--- src/rtl/register_file_c.sv ---
// Sixteen-entry register file with R15 as program counter (auto-increment path).
// Optional same-cycle write-to-read bypass enabled by defining REGFILE_WR_BYPASS_EN.
module register_file_c #(
  parameter int                DATA_W   = 32,
  parameter int                PC_STEP  = 4,
  parameter logic [DATA_W-1:0] PC_RESET = '0
) (
  input  logic              clk,
  input  logic              rst_n,
  input  logic [3:0]        wr_addr,
  input  logic [DATA_W-1:0] wr_data,
  input  logic              wr_en,
  input  logic              pc_inc,
  input  logic [3:0]        rd_addr_a,
  input  logic [3:0]        rd_addr_b,
  output logic [DATA_W-1:0] rd_data_a,
  output logic [DATA_W-1:0] rd_data_b,
  output logic [DATA_W-1:0] pc_out
);

  localparam logic [3:0]        PC_IDX  = 4'd15;
  localparam logic [DATA_W-1:0] PC_INCR = DATA_W'(PC_STEP);

  logic [DATA_W-1:0] regs [16];
  logic              wr_pc;
  logic              inc_pc;

  assign wr_pc  = wr_en && (wr_addr == PC_IDX);
  // A write to R15 is a branch/link and overrides sequential flow.
  assign inc_pc = pc_inc && !wr_pc;

  always_ff @(posedge clk) begin
    if (!rst_n) begin
      for (int i = 0; i < 15; i++) begin
        regs[i] <= '0;
      end
      regs[15] <= PC_RESET;
    end else begin
      if (wr_en) begin
        regs[wr_addr] <= wr_data;
      end
      if (inc_pc) begin
        regs[15] <= regs[15] + PC_INCR;
      end
    end
  end

`ifdef REGFILE_WR_BYPASS_EN
  // Only the write port is forwarded; a pending increment is not.
  assign rd_data_a = (wr_en && (wr_addr == rd_addr_a)) ? wr_data : regs[rd_addr_a];
  assign rd_data_b = (wr_en && (wr_addr == rd_addr_b)) ? wr_data : regs[rd_addr_b];
`else
  assign rd_data_a = regs[rd_addr_a];
  assign rd_data_b = regs[rd_addr_b];
`endif

  assign pc_out = regs[15];

endmodule

--- config.mk ---
export PLATFORM = sky130hd
export DESIGN_NAME = register_file_c
export DESIGN_NICKNAME = d
export VERILOG_FILES = /design/src/rtl/register_file_c.sv
export SDC_FILE = /design/constraint.sdc
export NUM_CORES = 1
export LEC_CHECK = 0
export BUFFER_PORTS_ARGS = -buffer_cell sky130_fd_sc_hd__buf_2
export CAP_MARGIN = 25
export CORE_ASPECT_RATIO = 1.25
export CORE_MARGIN = 2
export CORE_UTILIZATION = 60
export CTS_CLUSTER_SIZE = 16
export DETAILED_ROUTE_END_ITERATION = 12
export GPL_ROUTABILITY_DRIVEN = 0
export GPL_TIMING_DRIVEN = 0
export PLACE_DENSITY_LB_ADDON = 0.05
export SLEW_MARGIN = 20
export SYNTH_ARGS = -nofsm -noshare
export SYNTH_HDL_FRONTEND = slang
export SYNTH_SLANG_ARGS = --single-unit
--- constraint.sdc ---
create_clock -name clk -period 10 [get_ports clk]
set_clock_uncertainty 0.15 [all_clocks]
set_input_delay 1 -clock clk [delete_from_list [all_inputs] [get_ports clk]]
set_output_delay 1 -clock clk [all_outputs]
set_load 0.05 [all_outputs]
## Yosys cells after proc, flatten, opt, wreduce, memory -nomap -nowiden

Memories as Yosys holds them, arrays and structs flattened.
Cells that the tools add are included.

- Memories: 1
- RAM bits: 512
- Bits of input ports: 48
- Register bits after elaboration: 0
- Logic and storage cells: 19

- Add/subtract/negate cells: 1
- Reductions and logical operators: 4
- Mux-type cells: 11
- Bitwise gates (word level): 1
- Equal/unequal tests: 1

Memories:

| memory | words | bits a word | rd ports | clocked after Yosys merged registers in | wr ports | line | source |
|---|---|---|---|---|---|---|---|
| regs | 16 | 32 | 3 | 0 | 16 | 24 | `logic [DATA_W-1:0] regs [16];` |

Operators by type and width:

| cell | number |
|---|---|
| $mux W32 | 2 |
| $add A32 B3 Y32 const B | 1 |
| $reduce_or A32 Y1 | 1 |
| $mux W1 | 8 |
| $eq A4 B4 Y1 const B | 1 |
| $mux W4 | 1 |
| $logic_and A1 B1 Y1 | 2 |
| $logic_not A1 Y1 | 1 |
| $or A1 B1 Y1 | 1 |

## Depth between registers and ports, before layout

- Depth in word-level cells: 8
- Gate-level depth with buffers: 7
- Depth with buffers taken out: 5

## Worst setup path before layout

Ideal clock, no wire load.

- Kind: input port to flip-flop
- From: in wr_en
- To: mem regs[2][0], enable pin
- Library setup time: 0.466 ns
- Arrival: 3.968 ns
- Slack: 5.417 ns
- Stages on the path: 5
- Path buffers: 2
- Cells stage by stage: buf_2 > nand2_1 > or3_1 > clkbuf_1 > o21ai_0

RTL lines:

| what | line | source |
|---|---|---|
| from (decl) | 12 | `input logic wr_en,` |
| to (decl) | 24 |  |

## Worst setup path after layout

- From: in rd_addr_a[1]
- To: out rd_data_a[30]

- Word-level cells in the longest chain between the ends: 1

RTL lines:

| what | line | source |
|---|---|---|
| from (decl) | 14 | `input logic [3:0] rd_addr_a,` |
| $mem_v2 Z16 W32 | - |  |
| to (decl) | 16 | `output logic [DATA_W-1:0] rd_data_a,` |

Every way passes these cells.

==> flow_metrics.env <==
export IMPL_largest_register_ffs=512
export IMPL_regMostFlops="regs"
export IMPL_synth_nets=1728
export IMPL_status="complete, no violations"
export IMPL_cts_root_buf="clkbuf_16"
export IMPL_yosysTopAreaCellShare_pct=55.95
export IMPL_vias=17660
export IMPL_avgSynthCellArea_sq_um=16.37
export IMPL_die_h_um=243.3
export IMPL_powerDensity_mw_per_mm2=167.7
export IMPL_final_cells=2515
export IMPL_seq_area_frac_synth_pct=55.95
export IMPL_cts_setup_buffers=0
export IMPL_portBuffers=136
export IMPL_fillCellCount=2981
export IMPL_wl_met2_um=43210
export IMPL_clock_latency_ns=0.61
export IMPL_synthCells=1679
export IMPL_clock_sinks=512
export IMPL_layout_drive_gt1_share_pct=31.37
export IMPL_fin_crit_ns=4.922
export IMPL_slew_violations=0
export IMPL_overflow=0
export IMPL_synth_area_leader_cell="edfxtp_1"
export IMPL_fin_area_sq_mm=0.03120
export IMPL_place_inst=2420
export IMPL_hold_worst_slack_ns=0.5941
export IMPL_m1WireLength_um=29310
export IMPL_start_kind="input port"
export IMPL_leakagePower_nw=10.74
export IMPL_yosys_warnings=0
export IMPL_finalSetupViolCount=0
export IMPL_crit_start="rd_addr_a[1]"
export IMPL_antenna_found_initial=6
export IMPL_period_share_pct=49.22
export IMPL_slew_limit_headroom_pct=27.04
export IMPL_r2r_slack_ns=7.07
export IMPL_die_area_sq_mm=0.04754
export IMPL_met3_length_um=10230
export IMPL_top_regs="regs (512)"
export IMPL_cp_data_arrival_time_ns=3.77
export IMPL_reg2reg_depth=6
export IMPL_drc_errors=0
export IMPL_synth_area_sq_mm=0.02748
export IMPL_path_max_fanout=10
export IMPL_ioPinCount=144
export IMPL_hold_class="in2reg"
export IMPL_crit_path_end_kind="output pin"
export IMPL_final_nets=1947
export IMPL_dp_hpwl_um=58980
export IMPL_cts_buffer_depth=3
export IMPL_min_to="regs[13][29]$_SDFFCE_PN0P_"
export IMPL_cts_resized=0
export IMPL_numCtsBuffers=51
export IMPL_viasPerCell=7.023
export IMPL_grt_pass1_vias=18150
export IMPL_grt_pass1_wl_um=124600
export IMPL_synth_area_leaders="edfxtp_1, mux4_2, and2_1, clkbuf_1, nand2_1"
export IMPL_regToRegEndpoint="regs[15][26]$_DFFE_PP_"
export IMPL_ant_nets=0
export IMPL_cts_hold_buffers=0
export IMPL_rows=87
export IMPL_highest_layer="met5"
export IMPL_crit_type="in2out"
export IMPL_max_cap_violations=0
export IMPL_avgRoutedWirePerCell_um=34.90
export IMPL_ir_drop_mv=0.1349
export IMPL_wl_um=87760
export IMPL_reg2reg_from="regs[15][2]$_DFFE_PP_"
export IMPL_drt_iter0_drc=2385
export IMPL_core_sq_mm=0.04517
export IMPL_min_path_cells=2
export IMPL_clkTransAtPathRegs_ns=0.06
export IMPL_syn_to_final_growth_pct=13.54
export IMPL_ys_ff_latch=512
export IMPL_final_setup_tns_ns=0
export IMPL_grt_usage_pct=38.01
export IMPL_htree_num_levels=2
export IMPL_tightest_slew_ns=1.094
export IMPL_dpl_cell_area_sq_mm=0.02966
export IMPL_die_w_um=195.4
export IMPL_grt_setup_unrepaired="no"
export IMPL_cts_tree="built"
export IMPL_start_util_pct=60.83
export IMPL_synth_cell_types=42
export IMPL_required_ns=8.85
export IMPL_dr_pass1_iters=6
export IMPL_max_freq_mhz=203.2
export IMPL_finalHoldViolations=0
export IMPL_hold_start="wr_data[29]"
export IMPL_grt_max_degree=33
-- synthesized netlist by cell type --
cell / number
o211ai_1: 11
and4_1: 4
o311ai_0: 2
buf_2: 29
nor2_1: 15
clkbuf_2: 1
and2_1: 482
xnor2_1: 10
a211o_1: 1
nand4_2: 1
xor2_1: 2
or4_4: 1
nand2b_1: 6
edfxtp_1: 512
a21o_2: 1
clkbuf_8: 2
buf_1: 3
inv_1: 4
dlymetal6s2s_1: 1
mux4_2: 318
o311ai_1: 2
or4b_1: 4
a211oi_1: 4
clkbuf_1: 126
a21oi_1: 1
or2_2: 1
nor4_1: 1
or3_1: 2
and3_1: 1
buf_6: 3
or4bb_1: 1
or4_1: 12
a22o_1: 1
o21ai_0: 24
mux4_1: 2
nor3_1: 9
o211a_1: 1
ha_1: 1
nand3_1: 24
nand4b_1: 2
nand4_1: 11
nand2_1: 40
-- power by group --
| group | leakage, nW | switching (W) | internal [W] |
|---|---|---|---|
| logic | 5.06 | 0.000521 | 0.000331 |
| clock network | 0.743 | 0.000826 | 0.000985 |
| registers | 4.93 | 0.0000805 | 0.00249 |
| total | 10.7 | 0.00143 | 0.00380 |
-- logic make-up after synthesis --
group	Yosys count	synth area share, %
buffers and inverters	169	2.632
AOI/OAI and AO/OA	48	1.125
DFF	512	55.95
adders and majority gates	1	0.04552
muxes	320	26.25
and+or+nand+nor	617	13.62
xor gates and xnor gates	12	0.3824
-- cells in the final DEF (no fill, tap or decap), types with 6 or more instances in the layout --
cell / count
o21ai_0: 13
clkinv_1: 15
o21ai_4: 11
xnor2_1: 10
and2_1: 482
buf_6: 7
clkbuf_1: 133
or4_1: 12
clkbuf_2: 6
nand3_1: 24
edfxtp_1: 512
nor3_1: 9
nand4_1: 11
mux4_2: 318
nand2_1: 40
o211ai_1: 11
nor2_1: 15
clkbuf_16: 53
buf_16: 17
buf_2: 166
clkinv_2: 10
-- metal layers --
layer | vias up | global-route usage (%)
met1 | 8951 | 48.18
met2 | 1340 | 62.23
met5 | - | 0
met4 | 4 | 19.58
met3 | 306 | 8.610
li1 | 7062 | -
-- worst max-delay path, cell delays in order --
cell,delay [ns]
clkbuf_1,0.68
clkbuf_1,0.84
mux4_2,0.46
mux4_2,0.54
buf_2,0.24
-- cell type report --
class | instances | area [sq um] | area share, %
clock buffer | 64 | 1368 | 4.383
inverter | 4 | 15.01 | 0.04812
timing repair buffer | 166 | 1334 | 4.275
tap | 578 | 723.2 | 2.318
buffer | 165 | 714.4 | 2.290
sequential | 512 | 15370 | 49.27
multi-input combinational | 998 | 11530 | 36.96
antenna | 2 | 5.005 | 0.01604
clock inverter | 26 | 136.4 | 0.4371
-- worst max-delay path by stage --
| stage | end | slack (ns) | depth (start not counted) |
|---|---|---|---|
| 6_report | rd_data_a[30] | 5.08 | 5 |
| 5_1_grt | rd_data_a[30] | 5.13 | 5 |
| 4_1_cts | rd_data_a[30] | 5.14 | 5 |
| 3_5_place_dp | rd_data_a[30] | 5.16 | 5 |
| 3_3_place_gp | regs[1][11]$_SDFFCE_PN0P_ | 1.69 | 6 |
| 2_1_floorplan | regs[2][0]$_SDFFCE_PN0P_ | 5.42 | 5 |
-- metrics by stage --
step                      util [%]  worst slack (ns)  total power (W)
after floorplan                  -             5.417         0.003155
after global placement       63.94             1.691         0.003407
after detailed placement     65.67             5.164         0.003452
after CTS                    69.00             5.144         0.005222
after global routing         69.07             5.134         0.005342
final                        69.07             5.078         0.005232
Power figures use the tool's default switching activity.
